`config.mk`:
```
export PLATFORM = sky130hd
export DESIGN_NAME = fetch_pc_unit
export DESIGN_NICKNAME = d
export VERILOG_FILES = /design/src/rtl/fetch_pkg.sv /design/src/rtl/fetch_if_id_reg.sv /design/src/rtl/fetch_pc_unit.sv
export SDC_FILE = /design/constraint.sdc
export NUM_CORES = 1
export LEC_CHECK = 0
export CAP_MARGIN = 20
export CORE_MARGIN = 2
export CORE_UTILIZATION = 35
export DETAILED_ROUTE_END_ITERATION = 7
export GPL_TIMING_DRIVEN = 0
export MAX_ROUTING_LAYER = met4
export PLACE_DENSITY_LB_ADDON = 0.3
export SYNTH_ARGS = -nofsm -noshare
export SYNTH_HDL_FRONTEND = slang
export SYNTH_SLANG_ARGS = --single-unit
```
`constraint.sdc`:
```
create_clock -name clock -period 1.5 [get_ports clock]
set_clock_uncertainty 0.1 [all_clocks]
set_input_delay 0.225 -clock clock [delete_from_list [all_inputs] [get_ports clock]]
set_output_delay 0.225 -clock clock [all_outputs]
set_load 0.02 [all_outputs]
```
`src/rtl/fetch_pkg.sv`:
```
// Shared definitions for the fetch stage: state encoding, default widths
// and the bubble instruction word.
package fetch_pkg;

  localparam int FETCH_PC_WIDTH    = 8;
  localparam int FETCH_INSTR_WIDTH = 32;

  // Bubble / NOP word written into the IF/ID latch when it is invalidated.
  localparam logic [FETCH_INSTR_WIDTH-1:0] FETCH_NOP = '0;

  typedef enum logic {
    RUN    = 1'b0,
    HALTED = 1'b1
  } fetch_state_t;

endpackage

```
`src/rtl/fetch_if_id_reg.sv`:
```
// IF/ID pipeline latch. Captures the fetched instruction and its successor
// PC on the falling edge of clock.
//   clock, reset     stage clock (falling edge), synchronous active-high reset
//   flush            invalidate the latch (flush or branch redirect)
//   hold             stall: keep all three outputs
//   bubble           fetch is halted: emit an invalid, all-zero instruction
//   instrIn          instruction word for the current fetch address
//   pcNextIn         fetch address + step, travels with the instruction
//   instrOut, pcNextOut, validOut   latched values to decode
module fetch_if_id_reg
  import fetch_pkg::*;
#(
  parameter int PC_WIDTH    = FETCH_PC_WIDTH,
  parameter int INSTR_WIDTH = FETCH_INSTR_WIDTH
) (
  input  logic                   clock,
  input  logic                   reset,
  input  logic                   flush,
  input  logic                   hold,
  input  logic                   bubble,
  input  logic [INSTR_WIDTH-1:0] instrIn,
  input  logic [PC_WIDTH-1:0]    pcNextIn,
  output logic [INSTR_WIDTH-1:0] instrOut,
  output logic [PC_WIDTH-1:0]    pcNextOut,
  output logic                   validOut
);

  localparam logic [INSTR_WIDTH-1:0] NOP = INSTR_WIDTH'(FETCH_NOP);

  // NOTE: sequential state uses non-blocking assignments so every register
  // samples pre-edge values, independent of statement order.
  always_ff @(negedge clock) begin
    if (reset) begin
      instrOut  <= NOP;
      pcNextOut <= '0;
      validOut  <= 1'b0;
    end else if (flush) begin
      instrOut  <= NOP;
      pcNextOut <= '0;
      validOut  <= 1'b0;
    end else if (hold) begin
      // NOTE: a branch with no assignment inside a clocked block is a
      // register enable, not a latch; the flops simply keep their value.
    end else if (bubble) begin
      // pcNextOut is meaningless while validOut=0, so it is left as is.
      instrOut <= NOP;
      validOut <= 1'b0;
    end else begin
      instrOut  <= instrIn;
      pcNextOut <= pcNextIn;
      validOut  <= 1'b1;
    end
  end

endmodule

```
`src/rtl/fetch_pc_unit.sv`:
```
// Fetch stage: PC register, next-PC selection, RUN/HALTED control and the
// IF/ID latch. All state changes on the falling edge of clock.
//   clock, reset          stage clock, synchronous active-high reset
//   notEnable             stall from the hazard unit (holds PC and IF/ID)
//   branchTaken/Target    redirect; wins over stall and halt
//   flush                 invalidate IF/ID only
//   halt, resume          enter / leave HALTED
//   instrIn               instruction memory data for pcOut
//   pcOut                 fetch address
//   pcNextOut, instrOut, validOut   IF/ID contents to decode
//   halted                1 while in HALTED
module fetch_pc_unit
  import fetch_pkg::*;
#(
  parameter int          PC_WIDTH    = FETCH_PC_WIDTH,
  parameter int          INSTR_WIDTH = FETCH_INSTR_WIDTH,
  parameter int unsigned RESET_PC    = 0,
  parameter int unsigned PC_STEP     = 1
) (
  input  logic                   clock,
  input  logic                   reset,
  input  logic                   notEnable,
  input  logic                   branchTaken,
  input  logic [PC_WIDTH-1:0]    branchTarget,
  input  logic                   flush,
  input  logic                   halt,
  input  logic                   resume,
  input  logic [INSTR_WIDTH-1:0] instrIn,
  output logic [PC_WIDTH-1:0]    pcOut,
  output logic [PC_WIDTH-1:0]    pcNextOut,
  output logic [INSTR_WIDTH-1:0] instrOut,
  output logic                   validOut,
  output logic                   halted
);

  localparam logic [PC_WIDTH-1:0] PC_RESET_VAL = RESET_PC[PC_WIDTH-1:0];
  localparam logic [PC_WIDTH-1:0] PC_INC       = PC_STEP[PC_WIDTH-1:0];

  fetch_state_t        state, state_next;
  logic [PC_WIDTH-1:0] pc_inc, pc_next;
  logic                in_halt;

  // ---------------- state machine ----------------
  always_ff @(negedge clock) begin
    if (reset) state <= RUN;
    else       state <= state_next;
  end

  always_comb begin
    state_next = state;
    case (state)
      RUN:     if (halt)   state_next = HALTED;
      HALTED:  if (resume) state_next = RUN;
      default: state_next = RUN;
    endcase
  end

  always_comb begin
    in_halt = (state == HALTED);
    halted  = in_halt;
  end

  // ---------------- PC ----------------
  // Wraps modulo 2^PC_WIDTH through natural truncation.
  assign pc_inc = pcOut + PC_INC;

  // The halt request edge still increments: the hold keys off the current
  // state, not the halt input.
  always_comb begin
    pc_next = pc_inc;
    if (branchTaken)               pc_next = branchTarget;
    else if (in_halt || notEnable) pc_next = pcOut;
  end

  always_ff @(negedge clock) begin
    if (reset) pcOut <= PC_RESET_VAL;
    else       pcOut <= pc_next;
  end

  // ---------------- IF/ID latch ----------------
  fetch_if_id_reg #(
    .PC_WIDTH    (PC_WIDTH),
    .INSTR_WIDTH (INSTR_WIDTH)
  ) u_if_id (
    .clock     (clock),
    .reset     (reset),
    .flush     (flush | branchTaken),
    .hold      (notEnable),
    .bubble    (in_halt),
    .instrIn   (instrIn),
    .pcNextIn  (pc_inc),
    .instrOut  (instrOut),
    .pcNextOut (pcNextOut),
    .validOut  (validOut)
  );

endmodule

```
==> summary.txt <==
Die
  • Core box area: 0.00517 mm^2
  • Height of the chip: 77.5 um
  • Row count: 26
  • Die width: 77.5 um
  • Initial core utilization: a little over a third
  • Die Area: 0.00601 mm^2
  • # IOs: 97

Synth
  • Post-synthesis xor/xnor area fraction: 2.31%
  • Main combinational cell family by area after synthesis: compound AO/OA/AOI/OAI gates
  • Synth cell types: 31
  • Post-synthesis mux area share: less than 1%
  • Cell area after synthesis: 0.00189 mm^2
  • Syn_nets: 255
  • Synth Area per Inst: 9.15 um^2
  • Synth Area in Compound Gates: around 23%
  • Sequential share of the synthesized area: 52.9%
  • Synthesized flop and latch total: 50
  • Synth Area in Adders: 0.661%
  • Yosys warning count: 0
  • Area share of the leading cell type in the synthesized netlist: 52.9%
  • Simple-Gate Fraction of Synth Area: 17.0%
  • Synth area leader: dfxtp_1
  • Cells after Synth: 207
  • Largest cells by area after synthesis: dfxtp_1 (53%), a22oi_1 (13%), nor2_1 (8.3%)

Place
  • Placed cell area: 0.00309 mm^2
  • GPL Wtd Cong: 0.809
  • Setup WS pre-CTS: -1.06 ns
  • PortBufs: 96
  • Placed Instances: 373
  • Final HPWL DP: 3820 um

Setup path
  • Worst reg2reg path startpoint: pcOut[0]
  • Worst reg-to-reg setup slack: -0.36 ns
  • Slowest CP cell: dfxtp_4
  • R2R Path End: pcOut[6]
  • Crit path max-delay family: flip-flops
  • Critical Path AT: 1.72 ns
  • R2R cell count: 6
  • CP Cell Sequence: buf_6
  • Worst-path maximum fanout: 2
  • Slowest stage delay, CP: between 0.3 and 0.4 ns
  • Startpoint Class: register
  • Critical Setup Path Class: reg -> out
  • Worst path buffer plus inverter count: 1
  • Data required, critical path: 1.17 ns
  • CP Capture Type: primary output

Layout
  • Share of layout cells above drive strength 1: 65.1%
  • Layout Cells excl Fill: 485
  • Finished Cell Area: 0.00474 mm^2
  • Layout area overhead: 150%
  • ANT cells: 0
  • Layout Nets: roughly 460
  • Fin util: about 92%

Power
  • Worst vdd ir: 0.000656 V
  • Seq pwr share: 36.7%
  • Comb pwr share: 23.7%
  • Switching pwr: 1.44 mW
  • Leak: 2.02 nW
  • P per Cell Area: between 800 and 900 mW/mm^2
  • Clock power frac: approximately 40%
  • Internal power: ~2.4 mW
  • Sw frac: 37.6%

Clock tree
  • Clk Latency, worst-skew pair: 0.45 ns
  • H-tree Lvls: 2
  • CTS tree: done
  • Total CTS buffers: 5
  • Total clock sinks: 50
  • Worst-path clk slew: 0.12 ns
  • Clock Tree Root: clkbuf_8
  • Post-cts hold buffer count: 0
  • Clk buf depth: 2

Drt
  • TritonRoute pass-1 iters: 4
  • Average via count per standard cell: 5.38
  • Met2 WL: 4920 um
  • DRT iter0 DRCs: 108
  • Met3 wire length: 671 um
  • Met1 Wirelength: about 3600 um
  • Vias: 2611
  • Wirelength per Cell: 19.5 um
  • DRC: 0
  • Final wirelength: 9470 um
  • DR top layer: met4
  • Final ANT Viol Nets: 0

Min path
  • Worst hold path type: reg -> reg
  • Worst Hold End: u_if_id.pcNextOut[1]
  • Hold path cells: 2
  • HP Start: u_if_id.pcNextOut[1]

Outcome
  • Status: finished, violations left
  • Failing checks: negative setup slack

STA
  • Setup ws final: -0.542 ns
  • RSZ-0062 raised after global routing: yes
  • Max-slew headroom: 74.7%
  • Worst Tran Pin Value: 0.377 ns
  • Final max-slew violation count: 0
  • Final setup fails: 99
  • Endpoints failing hold: 0

Global route
  • Largest net degree at the start of global routing: 17
  • First-pass GRT wire length: 11400 um
  • Vias in the first global route: between 2000 and 2500
  • GR Overflow Total: 0
  • Gr usage total: 24.3%
  • Antenna violations before repair: 0

Flow run
  • Maxcap violations: 0
[synth_stat cells]
library cell and instances:
dfxtp_1 50, nor2_1 42, a22oi_1 32, clkbuf_1 14
o21ai_0 9, nand2_1 6, a21oi_1 5, a311oi_1 5
inv_1 4, a211oi_1 3, a31oi_1 3, o211ai_1 3
or3_1 3, xnor2_1 3, nand3_1 2, nor3_1 2
nor3b_1 2, nor4_1 2, o31ai_1 2, or3_2 2
or4_1 2, xor2_1 2, and2_1 1, buf_1 1
ha_1 1, mux2i_1 1, nand3_2 1, nand4_1 1
nor2_2 1, or2_1 1, or4b_1 1
[cells by family after synthesis]
group                      count (synthesis)
buffers and inverters                     19
DFF                                       50
muxes                                      1
AOI/OAI and AO/OA                         62
adders and majority gates                  1
xor gates and xnor gates                   5
and+or+nand+nor                           69
[per-stage QoR]
stage / TNS (ns) / power (mW) / hold slack, ns
after global routing: -33.27 / 4.04 / 0.376
after CTS: -28.68 / 3.54 / 0.369
after floorplan: -17.93 / 1.87 / 0.433
after global placement: -73.50 / 2.11 / 0.364
final: -31.40 / 3.84 / 0.369
after detailed placement: -74.31 / 2.12 / 0.360
[final cells by class]
type / count / area (um^2)
inverter: 3 / 11.3
clock buffer: 5 / 68.8
clock inverter: 53 / 209
tap: 70 / 87.6
multi-input combinational: 138 / 1310
fill: 172 / 437
sequential: 50 / 1090
buffer: 15 / 312
timing repair buffer: 151 / 1650
[how the worst max path moves through the flow]
stage	depth (start not counted)	slack (ns)	start	endpoint
after floorplan	3	-0.51	notEnable	pcOut[6]
after global placement	6	-1.05	notEnable	u_if_id.instrOut[12]
after detailed placement	4	-1.06	branchTaken	pcOut[7]
after CTS	1	-0.43	pcOut[0]	pcOut[0]
after global routing	1	-0.53	pcOut[0]	pcOut[0]
final	1	-0.54	pcOut[0]	pcOut[0]
[flip-flops by register name (all words and copies together), names as in the netlist]
register and cells:
halted 1, u_if_id.instrOut 32, u_if_id.pcNextOut 8, pcOut 8, u_if_id.validOut 1
[cell usage in the layout (no fill, tap or decap), types with 2 or more instances in the layout]
cell type	n
nand2_4	2
a21oi_2	2
or3_4	2
nor2_2	11
inv_1	52
nor2_4	20
a21oi_1	2
buf_6	61
xor2_1	2
dfxtp_2	41
clkbuf_8	6
xnor2_1	2
or3_1	2
buf_4	31
a311oi_1	4
nor4_4	2
o211ai_1	3
inv_4	2
buf_12	6
nor2_1	12
clkbuf_16	10
nand2_1	3
a22oi_2	31
buf_8	14
a31oi_1	3
o21ai_2	4
o31ai_1	2
o21ai_0	3
or4_1	2
dfxtp_4	9
clkdlybuf4s50_1	41
o21ai_1	2
a211oi_2	2
[repair_timing]
item,4_1_cts,5_1_grt
gates cloned,10,2
pin swaps,21,37
resized for setup,450,95
setup buffers,22,23
endpoints found under the setup margin,100,100
[power by group through the flow]
stage / Sequential [mW] / Combinational [mW] / Clock (mW)
3_3_place_gp: 1.44 / 0.470 / 0.207
6_report: 1.41 / 0.910 / 1.52
2_1_floorplan: 1.48 / 0.188 / 0.207
3_5_place_dp: 1.44 / 0.473 / 0.207
4_1_cts: 1.40 / 0.736 / 1.40
5_1_grt: 1.41 / 0.946 / 1.69
[metal layers]
layer | global-route usage (%) | vias to the layer above
met5 | - | -
met1 | 26.7 | 1263
li1 | - | 1171
met3 | 8.60 | 27
met2 | 39.5 | 150
met4 | 11.6 | 0
No activity file was read; power rests on OpenSTA's default activity.
